[config.mk]
export PLATFORM = sky130hd
export DESIGN_NAME = hilo_ctrl
export DESIGN_NICKNAME = d
export VERILOG_FILES = /design/src/rtl/hilo_pkg.sv /design/src/rtl/hilo_ctrl.sv
export SDC_FILE = /design/constraint.sdc
export NUM_CORES = 1
export LEC_CHECK = 0
export BUFFER_PORTS_ARGS = -buffer_cell sky130_fd_sc_hd__buf_2
export CORE_MARGIN = 3
export CORE_UTILIZATION = 47
export DETAILED_ROUTE_END_ITERATION = 10
export PLACE_DENSITY = 0.8
export SETUP_SLACK_MARGIN = 0.3
export SLEW_MARGIN = 20
export SYNTH_ARGS = -nofsm -noshare
export SYNTH_HDL_FRONTEND = slang
export SYNTH_SLANG_ARGS = --single-unit
[constraint.sdc]
create_clock -name clk -period 1.66 [get_ports clk]
set_input_delay 0 -clock clk [delete_from_list [all_inputs] [get_ports clk]]
set_output_delay 0 -clock clk [all_outputs]
set_load 0.1 [all_outputs]
[src/rtl/hilo_pkg.sv]
// Shared definitions for the HI/LO register and divide sequencing controller:
// request opcodes, controller states and divider iteration count.
package hilo_pkg;

  localparam logic [1:0] OpDiv  = 2'b00;
  localparam logic [1:0] OpMthi = 2'b01;
  localparam logic [1:0] OpMtlo = 2'b10;
  localparam logic [1:0] OpRsvd = 2'b11;

  localparam int unsigned DIV_ITER = 32;
  localparam logic [5:0]  CntLoad  = 6'(DIV_ITER - 1);

  typedef enum logic [1:0] {
    StIdle,
    StStart,
    StWait,
    StCapture
  } hilo_state_e;

endpackage

[src/rtl/hilo_ctrl.sv]
// HI/LO controller: MTHI/MTLO writes and 33-edge DIV sequencing to an external divider.
// Optional macro HILO_DIVZ_CHECK_EN enables local divide-by-zero trapping.
module hilo_ctrl
  import hilo_pkg::*;
(
  input  logic        clk,
  input  logic        reset,
  input  logic        req_valid,
  input  logic [1:0]  req_op,
  input  logic [31:0] op_a,
  input  logic [31:0] op_b,
  output logic        req_ready,
  output logic        busy,
  output logic        done,
  output logic        div_zero_exc,
  output logic        div_start,
  output logic [31:0] div_a,
  output logic [31:0] div_b,
  input  logic [31:0] div_hi,
  input  logic [31:0] div_lo,
  output logic [31:0] hi,
  output logic [31:0] lo
);

  hilo_state_e state_q, state_d;
  logic [5:0]  cnt_q, cnt_d;
  logic [31:0] hi_q, hi_d, lo_q, lo_d;
  logic [31:0] div_a_q, div_a_d, div_b_q, div_b_d;
  logic        div_start_q, div_start_d;
  logic        done_q, done_d;
  logic        accept, divz_hit;

  assign accept = req_valid && (state_q == StIdle);

`ifdef HILO_DIVZ_CHECK_EN
  logic divz_q, divz_d;

  assign divz_hit     = (op_b == 32'd0);
  assign divz_d       = accept && (req_op == OpDiv) && divz_hit;
  assign div_zero_exc = divz_q;

  always_ff @(posedge clk) begin
    if (reset) divz_q <= 1'b0;
    else       divz_q <= divz_d;
  end
`else
  // The divider's own div_zero flag is sticky, so zero divisors simply run through.
  assign divz_hit     = 1'b0;
  assign div_zero_exc = 1'b0;
`endif

  always_comb begin
    state_d     = state_q;
    cnt_d       = cnt_q;
    hi_d        = hi_q;
    lo_d        = lo_q;
    div_a_d     = div_a_q;
    div_b_d     = div_b_q;
    div_start_d = 1'b0;
    done_d      = 1'b0;
    unique case (state_q)
      StIdle: begin
        if (accept) begin
          unique case (req_op)
            OpDiv: begin
              if (!divz_hit) begin
                div_a_d     = op_a;
                div_b_d     = op_b;
                div_start_d = 1'b1;
                state_d     = StStart;
              end
            end
            OpMthi:  hi_d = op_a;
            OpMtlo:  lo_d = op_a;
            default: ;
          endcase
        end
      end
      StStart: begin
        cnt_d   = CntLoad;
        state_d = StWait;
      end
      StWait: begin
        // Leaving at the edge where the count reaches zero keeps accept-to-commit at 33 edges.
        cnt_d = cnt_q - 6'd1;
        if (cnt_q == 6'd1) state_d = StCapture;
      end
      StCapture: begin
        hi_d    = div_hi;
        lo_d    = div_lo;
        done_d  = 1'b1;
        state_d = StIdle;
      end
      default: state_d = StIdle;
    endcase
  end

  always_ff @(posedge clk) begin
    if (reset) begin
      state_q     <= StIdle;
      cnt_q       <= 6'd0;
      hi_q        <= 32'd0;
      lo_q        <= 32'd0;
      div_a_q     <= 32'd0;
      div_b_q     <= 32'd0;
      div_start_q <= 1'b0;
      done_q      <= 1'b0;
    end else begin
      state_q     <= state_d;
      cnt_q       <= cnt_d;
      hi_q        <= hi_d;
      lo_q        <= lo_d;
      div_a_q     <= div_a_d;
      div_b_q     <= div_b_d;
      div_start_q <= div_start_d;
      done_q      <= done_d;
    end
  end

  assign busy      = (state_q != StIdle);
  assign req_ready = ~busy;
  assign done      = done_q;
  assign div_start = div_start_q;
  assign div_a     = div_a_q;
  assign div_b     = div_b_q;
  assign hi        = hi_q;
  assign lo        = lo_q;

endmodule

# Yosys cells after proc, flatten, opt, wreduce, memory -nomap -nowiden

Cells that the tools add are included.

Bits in registers: 138
Input bits: 133
Output and inout port bits: 133
Word-level logic and storage cells: 47

$add $sub $neg: 1
Equality and inequality tests: 11
Mux-type cells: 13
Bitwise logic cells: 3
Reductions and logical operators: 11

Operators by type and width:

| kind                  | number |
|---|---|
| $mux W32              | 4 |
| $pmux W32 S2          | 2 |
| $pmux W6 S2           | 1 |
| $reduce_and A3 Y1     | 4 |
| $pmux W2 S4           | 1 |
| $eq A2 B2 Y1 const B  | 3 |
| $eq A6 B1 Y1 const B  | 1 |
| $mux W2               | 3 |
| $ne A2 B1 Y1 const B  | 3 |
| $reduce_bool A2 Y1    | 3 |
| $sub A6 B1 Y6 const B | 1 |
| $eq A2 B1 Y1 const B  | 2 |
| $logic_not A2 Y1      | 2 |
| $ne A2 B2 Y1 const B  | 2 |
| $not A1 Y1            | 3 |
| $reduce_or A3 Y1      | 1 |
| $mux W1               | 2 |
| $logic_and A1 B1 Y1   | 1 |

# Depth between registers and ports, before layout

Gate-level depths: netlist of the first run.

Depth in word-level cells: 4
Mapped depth: 7
Mapped depth without buffers: 6

# Least setup slack after synthesis of the first run

OpenSTA, ideal clock, no wires.

Kind: flip-flop to flip-flop
Start: register state_q[0]
End: register state_q[0]
Library setup time: 115 ps
Arrival: 2645 ps
Required time: 1545 ps
Setup slack: -1100 ps
Cell stages (with the launch flop): 7
Path buffers: 0
Period minus slack after synthesis: 2760 ps
Path through: dfxtp_1 > inv_1 > ha_1 > inv_1 > a21o_1 > a21boi_1 > o21a_1

Longest elaborated chain between the ends: 4
Elaborated cells between the ends (all ways): 10

RTL lines:

| what                               | line                             | RTL |
|---|---|---|
| from (decl)                        | hilo_ctrl.sv:25                  | `hilo_state_e state_q, state_d;` |
| from (signal assigned)             | hilo_ctrl.sv:100                 | `state_q <= StIdle;` |
| from (signal assigned)             | hilo_ctrl.sv:109                 | `state_q <= state_d;` |
| $logic_not A2 Y1                   | hilo_ctrl.sv:33, hilo_ctrl.sv:61 |  |
| $logic_and A1 B1 Y1                | hilo_ctrl.sv:33                  | `assign accept = req_valid && (state_q == StIdle);` |
| $ne A2 B2 Y1 (no source line)      | --                               |  |
| $reduce_and A3 Y1 (no source line) | --                               |  |

Parallel ways exist; a longest one is shown, timed or not.
A chain may end at the register's enable or synchronous reset.

# Worst setup path after layout of the first run

Start: register state_q[1]
End: register div_b_q[25] (netlist: div_b[25])

Longest elaborated chain between the ends: 3

RTL lines:

| what                                 | line                             | RTL |
|---|---|---|
| $logic_not A2 Y1 *                   | hilo_ctrl.sv:33, hilo_ctrl.sv:61 |  |
| $logic_and A1 B1 Y1                  | hilo_ctrl.sv:33                  |  |
| $reduce_and A3 Y1 (no source line) * | --                               |  |
| to (signal assigned)                 | hilo_ctrl.sv:114                 | `div_b_q <= div_b_d;` |
| to (decl)                            | hilo_ctrl.sv:28                  | `logic [31:0] div_a_q, div_a_d, div_b_q, div_b_d;` |

Every way passes the cells marked *; elsewhere a longest branch is shown, timed or not.

==> impl_metrics.tcl, run 1 <==
set metrics [dict create \
    outcome "complete, but fails checks" \
    violations "setup timing" \
    synthCells 625 \
    ys_seq_area_frac 0.469 \
    core_sq_mm 0.0121 \
    tritoncts "done" \
    tightest_slew_ps 773 \
    r2r-end "div_b[25]$_SDFFE_PP0P_" \
    r2r_slack_ps -80 \
    p_per_area_mw_per_mm2 1390 \
    viasPerCell 5.79 \
    route.detailed.drc 0 \
    p_comb_frac 0.484 \
    grt_pass1_vias 6959 \
    crit_path_top_delay_cell "dfxtp_4" \
    finalClockSkew_ps 7.69 \
    rr_worst_depth 9 \
    p_int_w 0.00871 \
    drv_cap 0 \
    cp_data_arrival_time_ps 2060 \
    cts_root_buffer "clkbuf_16" \
    setup_viol 3 \
    rsz0062_at_grt "yes" \
    antenna_cells 0 \
    clk_path_buf_depth 2 \
    gp_congestion 0.800 \
    post_dp_cell_area_sq_mm 0.00738 \
    critPathMaxFanout 6 \
    vdd_drop_max_uv 1290 \
    cp_common_cell "buf_6" \
    crit_type "reg -> reg" \
    initial_core_util 0.486 \
    seq_power_share 0.263 \
    hold_viol 0 \
    whs_ps 6.33 \
    grt_usage 0.347 \
    cp-start-kind "flop" \
    avgSynthCellArea_sq_um 9.42 \
    slew_headroom 0.485 \
    ant_nets 0 \
    syn_nets 764 \
    cpPeakStageDelay_ps 370 \
    wl_um 30200 \
    synth_cell_types 33 \
    io_pins 266 \
    place_ws_ps 30.7 \
    power_leakage_nw 4.64 \
    num-fill-cells 416 \
    num_rows 40 \
    dp_cells 1021 \
    rr_startpoint "state_q[1]$_SDFFE_PP0P_" \
    clkLatencyLatePin_ps 420 \
    cp.required_ps 1980 \
    startpoint "state_q[1]$_SDFFE_PP0P_" \
    max_freq_ghz 0.576 \
    cp_cell_sequence "inv_4, ha_4, buf_6, buf_12, nand3_4, buf_6, buf_16, nand2_1, a21oi_1" \
    yosysWarningCount 0 \
    grt_first_pass_wirelength_um 38000 \
    crit_path_end_kind "flop" \
    p_clk_frac 0.253 \
    avgRoutedWirePerCell_um 24.5 \
    firstDrtPassIters 6 \
    p_sw_frac 0.442 \
    endpoint "div_b[25]$_SDFFE_PP0P_" \
    period_share 1.05 \
    drv_slew 0 \
    nets 1190 \
    switchingPower_w 0.00689 \
    final.setup.tns_ps -163 \
    die_area_sq_mm 0.0139 \
    synth_seq_cells 138 \
    clkTransAtPathRegs_ps 60 \
    instances_no_fill 1232 \
    stdcell_area_sq_mm 0.0113 \
    die_w_um 118 \
    fin_crit_ps 1740 \
    cts_htree_levels 4 \
    hpwl_um 11500 \
    grt_max_degree 49 \
    hp-class "in -> reg" \
    drt_iter0_drc 715 \
    overflow 0 \
    antenna_found_initial 0 \
    drive_gt1_frac 0.550 \
    route.vias.total 7128 \
    clkSinkCount 138 \
    portBuffers 264 \
    syn-cell-area_sq_mm 0.00589 \
    area_growth_pct 91.2 \
    worst_slack_ps -77.1 \
    numCtsBuffers 17 \
    die_y_um 118 \
]
Yosys cell counts (all sizes together):
cell | number | share of area
conb | 1 | 0.00064
dfxtp | 138 | 0.47
and3 | 1 | 0.0011
mux2i | 65 | 0.11
o21ai | 2 | 0.0017
nor2b | 2 | 0.0021
nand4b | 2 | 0.0030
nand2b | 5 | 0.0057
o21a | 1 | 0.0013
a311oi | 3 | 0.0045
nor2 | 69 | 0.044
nor3 | 2 | 0.0017
a21oi | 67 | 0.057
a211oi | 66 | 0.13
nand2 | 130 | 0.084
ha | 6 | 0.013
and2 | 1 | 0.0011
buf | 39 | 0.048
clkbuf | 11 | 0.0070
inv | 6 | 0.0038
nand3b | 1 | 0.0013
a21o | 1 | 0.0013
a21boi | 1 | 0.0013
nor3b | 1 | 0.0013
xor2 | 1 | 0.0015
nand3 | 2 | 0.0017
nand4 | 1 | 0.0011
power by group through the flow:
| stage | Combinational, W | Sequential [W] | Clock [W] |
|---|---|---|---|
| floorplan | 0.00200 | 0.00638 | 0 |
| global placement | 0.00519 | 0.00404 | 0 |
| detailed placement | 0.00526 | 0.00405 | 0 |
| CTS | 0.00659 | 0.00400 | 0.00387 |
| global route | 0.00773 | 0.00414 | 0.00405 |
| finish | 0.00755 | 0.00411 | 0.00394 |
layout by cell type, fill, tap and decap left out, types with 5 or more instances in the layout:
cell           instances
nand2_1               73
buf_6                  8
nor2_1                49
dfxtp_1              135
mux2i_4                6
buf_16                20
mux2i_2               11
buf_4                  9
clkinv_2               5
a211oi_1               8
nor2_2                17
mux2i_1               48
clkbuf_16             25
a211oi_2              58
a21oi_1               12
buf_12                26
nand2_4               54
buf_2                261
a21oi_2               54
dlygate4sd3_1        125
worst min-delay path by stage:
| stage | endpoint | slack (ps) | cells past startpoint | start |
|---|---|---|---|---|
| 2_1_floorplan | div_a[31]$_SDFFE_PP0P_ | 140 | 2 | op_a[31] |
| 3_3_place_gp | div_b[17]$_SDFFE_PP0P_ | 240 | 3 | op_b[17] |
| 3_5_place_dp | div_b[25]$_SDFFE_PP0P_ | 250 | 3 | op_b[25] |
| 4_1_cts | lo[12]$_SDFFE_PP0P_ | 1 | 3 | div_lo[12] |
| 5_1_grt | lo[12]$_SDFFE_PP0P_ | 8 | 3 | div_lo[12] |
| 6_report | lo[12]$_SDFFE_PP0P_ | 6 | 3 | div_lo[12] |
repair_timing:
item / CTS / global route
setup endpoints to repair: 137 / 138
pin swaps: 5 / 114
hold endpoints to repair: 124 / 1
gates cloned: 18 / 10
gates resized for setup: 65 / 204
hold buffers: 124 / 1
buffers inserted: 18 / 8
per-stage QoR:
stage           util  power, W
6_report       0.929    0.0156
5_1_grt        0.929    0.0159
4_1_cts        0.839    0.0145
3_5_place_dp   0.609   0.00931
3_3_place_gp   0.609   0.00923
2_1_floorplan      -   0.00838
critical path: cells and delay by family, from the launching register on:
kind	cells	cell delay (ps)
compound gates	1	250
fa+ha+maj	1	150
buf+inv	5	580
flops	1	370
simple gates	2	280
layout make-up:
| cell class | count | area [sq um] | area share |
|---|---|---|---|
| clock buffer | 20 | 457 | 0.0406 |
| clock inverter | 12 | 146 | 0.0130 |
| inverter | 6 | 31.3 | 0.00278 |
| multi-input combinational | 431 | 3650 | 0.325 |
| sequential | 138 | 2770 | 0.246 |
| tap | 168 | 210 | 0.0187 |
| timing repair buffer | 457 | 3990 | 0.354 |
per-layer routing:
layer  GRT usage  part of all wire  wire length, um
met1       0.391              0.35            10400
met2       0.600              0.49            14800
met3      0.0975             0.095             2880
met4       0.173             0.070             2110
met5           0                 0                0
registers in the layout, summed over array words and instances, names as in the netlist:
| signal | count |
|---|---|
| cnt_q | 6 |
| lo | 32 |
| state_q | 2 |
| hi | 32 |
| div_start | 1 |
| div_b | 32 |
| done | 1 |
| div_a | 32 |
logic make-up (layout without fill, tap and decap cells):
| kind of cell | Yosys count | in the layout | share of synthesized area |
|---|---|---|---|
| AO/OA/AOI/OAI | 141 | 141 | 0.199 |
| adder cells (fa/ha/maj) | 6 | 6 | 0.0127 |
| buffers and inverters | 56 | 495 | 0.0591 |
| XOR/XNOR | 1 | 1 | 0.00149 |
| flip-flops | 138 | 138 | 0.469 |
| other | 1 | 1 | 0.000637 |
| multiplexers | 65 | 65 | 0.110 |
| AND/OR/NAND/NOR | 217 | 217 | 0.148 |
No activity file was read; power rests on OpenSTA's default activity.
==> run 2, diff against run 1 <==
- PLACE_DENSITY: 0.8 -> 0.79
==> impl_metrics.tcl, run 2 (synthesized netlist as in run 1, its figures left out) <==
set metrics [dict create \
    post-route-util 0.828 \
    vdd_drop_max_uv 2140 \
    path_depth 7 \
    hp-class "in -> reg" \
    instances_no_fill 1210 \
    die_area_sq_mm 0.0139 \
    seq_area_sq_mm 0.00277 \
    crit_path_top_delay_cell "dfxtp_4" \
    cp_top_family "flip-flops" \
    clk_path_buf_depth 2 \
    max_freq_ghz 0.667 \
    place_ws_ps 24.6 \
    route.detailed.drc 0 \
    outcome "completed" \
    antenna_found_initial 1 \
    clkSinkCount 138 \
    grt_max_degree 66 \
    drt_iter0_drc 503 \
    cp.required_ps 1980 \
    cts_htree_levels 4 \
    dp_cells 1022 \
    setup_viol 0 \
    grt_usage 0.315 \
    crit_path_end_kind "flop" \
    finalClockSkew_ps 3.56 \
    drv_slew 0 \
    firstDrtPassIters 5 \
    worst_slack_ps 160 \
    hpwl_um 11200 \
    cp_data_arrival_time_ps 1820 \
    gp_congestion 0.805 \
    final.setup.tns_ps 0 \
    num-fill-cells 661 \
    overflow 0 \
    die_y_um 118 \
    cpPeakStageDelay_ps 380 \
    clkLatencyLatePin_ps 410 \
    grt_pass1_vias 6843 \
    grt_first_pass_wirelength_um 35400 \
    cp-start-kind "flop" \
    power_leakage_nw 4.18 \
    cts_root_buffer "clkbuf_16" \
    slew_headroom 0.650 \
    route.vias.total 6488 \
    io_pins 266 \
    hold_viol 0 \
    fin_crit_ps 1500 \
    tightest_slew_ps 528 \
    period_share 0.904 \
    avgRoutedWirePerCell_um 18.8 \
    drv_cap 0 \
    p_per_area_mw_per_mm2 1410 \
    viasPerCell 5.36 \
    tritoncts "done" \
    die_w_um 118 \
    initial_core_util 0.486 \
    final_cell_mix "261 x buf_2, 135 x dfxtp_1, 125 x nand2_1, 125 x dlygate4sd3_1, 67 x nor2_1" \
    drive_gt1_frac 0.427 \
    final_common_cell "buf_2" \
    critPathMaxFanout 9 \
    clkTransAtPathRegs_ps 50 \
    rr_worst_depth 7 \
    crit_type "reg -> reg" \
    ant_nets 0 \
    area_growth_pct 70.3 \
    path_buf_inv 3 \
    rsz0062_at_grt "yes" \
    wl_um 22700 \
    multi_input_area_sq_mm 0.00301 \
    whs_ps 14.8 \
    portBuffers 264 \
    core_sq_mm 0.0121 \
    numCtsBuffers 17 \
    num_rows 40 \
    hold_depth 3 \
    nets 1168 \
    cp_cell_sequence "inv_4, ha_4, nand4b_1, nand2_4, buf_12, buf_16, a211oi_2" \
]
run 2: changes by cell type in the layout (fill, tap and decap cells not counted), sizes merged:
cell      before  now
buf          324  307
bufinv         3    1
clkbuf        28   26
clkinvlp       4    3
diode          0    1
inv            6    5
run 2: repair_timing:
item	4_1_cts	5_1_grt
cloned	11	3
pin swaps	4	23
setup endpoints to repair	125	135
hold endpoints to repair	125	0
hold buffers	125	0
setup buffers	15	2
gates resized for setup	40	43
run 2: routing by layer:
| metal | wire [um] | vias to the layer above | GRT usage | share of wire |
|---|---|---|---|---|
| li1 | - | 2964 | - | - |
| met1 | 8430 | 3103 | 0.338 | 0.37 |
| met2 | 11600 | 310 | 0.548 | 0.51 |
| met3 | 1250 | 111 | 0.0750 | 0.055 |
| met4 | 1470 | 0 | 0.211 | 0.065 |
| met5 | 0 | - | 0 | 0 |
run 2: final timing paths:
path / slack (ps) / from / end
setup / recovery: 160 / state_q[0]$_SDFFE_PP0P_ / lo[0]$_SDFFE_PP0P_
hold / removal: 10 / div_hi[31] / hi[31]$_SDFFE_PP0P_
setup reg to reg: 160 / state_q[0]$_SDFFE_PP0P_ / lo[0]$_SDFFE_PP0P_
hold reg to reg: 450 / div_b[30]$_SDFFE_PP0P_ / div_b[30]$_SDFFE_PP0P_
run 2: power by group:
part | internal [W] | switching (W)
Combinational | 0.00206 | 0.00448
Sequential | 0.00375 | 0.000303
Clock | 0.00216 | 0.00137
run 2: tightest hold or removal path, stage by stage:
cell and delay, ps:
buf_2 80, mux2i_1 80, a211oi_2 210
run 2: final cells by class:
type | count | area share
diodes | 1 | 0.000250
clock inverters | 8 | 0.00699
multi-input cells | 431 | 0.300
flip-flops and latches | 138 | 0.276
clock buffers | 23 | 0.0477
repair buffers | 435 | 0.344
well taps | 168 | 0.0210
inverters | 6 | 0.00312
run 2: metrics by stage:
step                      total power (W)  cell area, sq um
after floorplan                   0.00838              5940
after global placement            0.00922              7400
after detailed placement          0.00929              7400
after CTS                          0.0138              9780
after global routing               0.0147             10000
final                              0.0141             10000
==> run 3, diff against run 2 <==
==> constraint.sdc (replaced) <==
create_clock -name clk -period 1.66 [get_ports clk]
set_input_delay 0.083 -clock clk [delete_from_list [all_inputs] [get_ports clk]]
set_output_delay 0.083 -clock clk [all_outputs]
set_load 0.1 [all_outputs]
==> impl_metrics.tcl, run 3 (synthesized netlist as in run 1, its figures left out) <==
set metrics [dict create \
    core_sq_mm 0.0121 \
    cp.required_ps 1990 \
    cp-start-kind "flop" \
    final_cell_mix "261 x buf_2, 135 x dfxtp_1, 116 x nand2_1" \
    seq_power_share 0.283 \
    vdd_drop_max_uv 1450 \
    gp_congestion 0.821 \
    instances_no_fill 1158 \
    viasPerCell 5.31 \
    drv_slew 0 \
    nets 1115 \
    drv_cap 0 \
    hold_start "div_lo[30]" \
    clkLatencyLatePin_ps 420 \
    die_area_sq_mm 0.0139 \
    antenna_found_initial 1 \
    area_growth_pct 64.6 \
    firstDrtPassIters 5 \
    cp_top_family "flip-flops" \
    grt_max_degree 50 \
    rr_startpoint "state_q[0]$_SDFFE_PP0P_" \
    path_buf_inv 3 \
    power_leakage_nw 4.06 \
    tritoncts "done" \
    p_comb_frac 0.462 \
    finalPower_w 0.0143 \
    hold_viol 0 \
    cp_data_arrival_time_ps 1890 \
    p_per_area_mw_per_mm2 1480 \
    seq_area_sq_mm 0.00277 \
    num_rows 40 \
    final_common_cell "buf_2" \
    route.detailed.drc 0 \
    period_share 0.938 \
    setup_viol 0 \
    slew_headroom 0.650 \
    switchingPower_w 0.00619 \
    grt_first_pass_wirelength_um 30200 \
    grt_pass1_vias 5952 \
    portBuffers 264 \
    wl_um 21800 \
    drive_gt1_frac 0.471 \
    crit_path_end_kind "flop" \
    grt_usage 0.269 \
    startpoint "state_q[0]$_SDFFE_PP0P_" \
    io_pins 266 \
    avgRoutedWirePerCell_um 18.8 \
    clkSinkCount 138 \
    p_sw_frac 0.433 \
    finalClockSkew_ps 12.7 \
    cpPeakStageDelay_ps 380 \
    die_w_um 118 \
    cts_htree_levels 4 \
    max_freq_ghz 0.642 \
    fin_crit_ps 1560 \
    p_int_w 0.00812 \
    crit_type "reg -> reg" \
    multi_input_area_sq_mm 0.00304 \
    crit_path_top_delay_cell "dfxtp_4" \
    rsz0062_at_grt "yes" \
    post-route-util 0.800 \
    cts_root_buffer "clkbuf_16" \
    dp_cells 1022 \
    numCtsBuffers 17 \
    hpwl_um 11200 \
    drt_iter0_drc 501 \
    route.vias.total 6149 \
    clk_path_buf_depth 2 \
    hp-class "in -> reg" \
    ant_nets 0 \
    clkTransAtPathRegs_ps 60 \
    initial_core_util 0.486 \
    tightest_slew_ps 529 \
    whs_ps 15.2 \
    outcome "completed" \
    overflow 0 \
    critPathMaxFanout 7 \
    p_clk_frac 0.255 \
    die_y_um 118 \
    cp_cell_sequence "inv_4, ha_4, nand4b_1, nand2_4, buf_12, buf_16, a211oi_2" \
    num-fill-cells 780 \
]
run 3: cell count changes in the layout (fill, tap and decap cells not counted), sizes merged:
cell,before,now
buf,307,305
dlygate4sd3,125,65
clkinv,5,6
clkinvlp,3,1
bufinv,1,2
clkbuf,26,36
run 3: routing by layer:
layer,vias up,share of wire,track usage
met4,0,0.042,0.127
met2,315,0.51,0.480
met1,2893,0.38,0.299
met3,78,0.073,0.0668
li1,2863,-,-
met5,-,0,0
run 3: final timing paths:
kind	to	cells past startpoint	slack [ps]
worst max-delay path	hi[24]$_SDFFE_PP0P_	7	100
worst max register to register	hi[24]$_SDFFE_PP0P_	7	100
worst min-delay path	lo[30]$_SDFFE_PP0P_	3	20
worst min register to register	div_a[16]$_SDFFE_PP0P_	2	450
run 3: worst min-delay path: stages:
cell	delay, ps
buf_2	80
mux2i_1	70
a211oi_2	170
run 3: timing repair:
item / in CTS / in global routing
gates cloned: 8 / 17
setup buffers: 9 / 4
endpoints found under the hold margin: 65 / 0
pin swaps: 3 / 54
endpoints found under the setup margin: 135 / 134
gates resized for setup: 31 / 70
hold buffers: 65 / 0
run 3: metrics by stage:
step           setup WS, ps  area, sq um  setup TNS (ps)
2_1_floorplan          -351         5940            -665
3_3_place_gp            120         7370               0
3_5_place_dp           64.6         7370               0
4_1_cts                 184         9020               0
5_1_grt                53.1         9690               0
6_report                102         9690               0
run 3: power groups by stage:
stage               sequential [W]  clock [W]  combinational [W]
global placement           0.00404          0            0.00518
global route               0.00409    0.00383            0.00689
detailed placement         0.00405          0            0.00524
floorplan                  0.00638          0            0.00200
finish                     0.00404    0.00366            0.00661
CTS                        0.00401    0.00368            0.00586
run 3: cell type report:
cell class / count / share of cell area
timing repair buffer: 382 / 0.317
multi-input combinational: 431 / 0.314
sequential: 138 / 0.286
clock buffer: 24 / 0.0487
tap: 168 / 0.0217
clock inverter: 8 / 0.00968
inverter: 6 / 0.00323
antenna: 1 / 0.000258
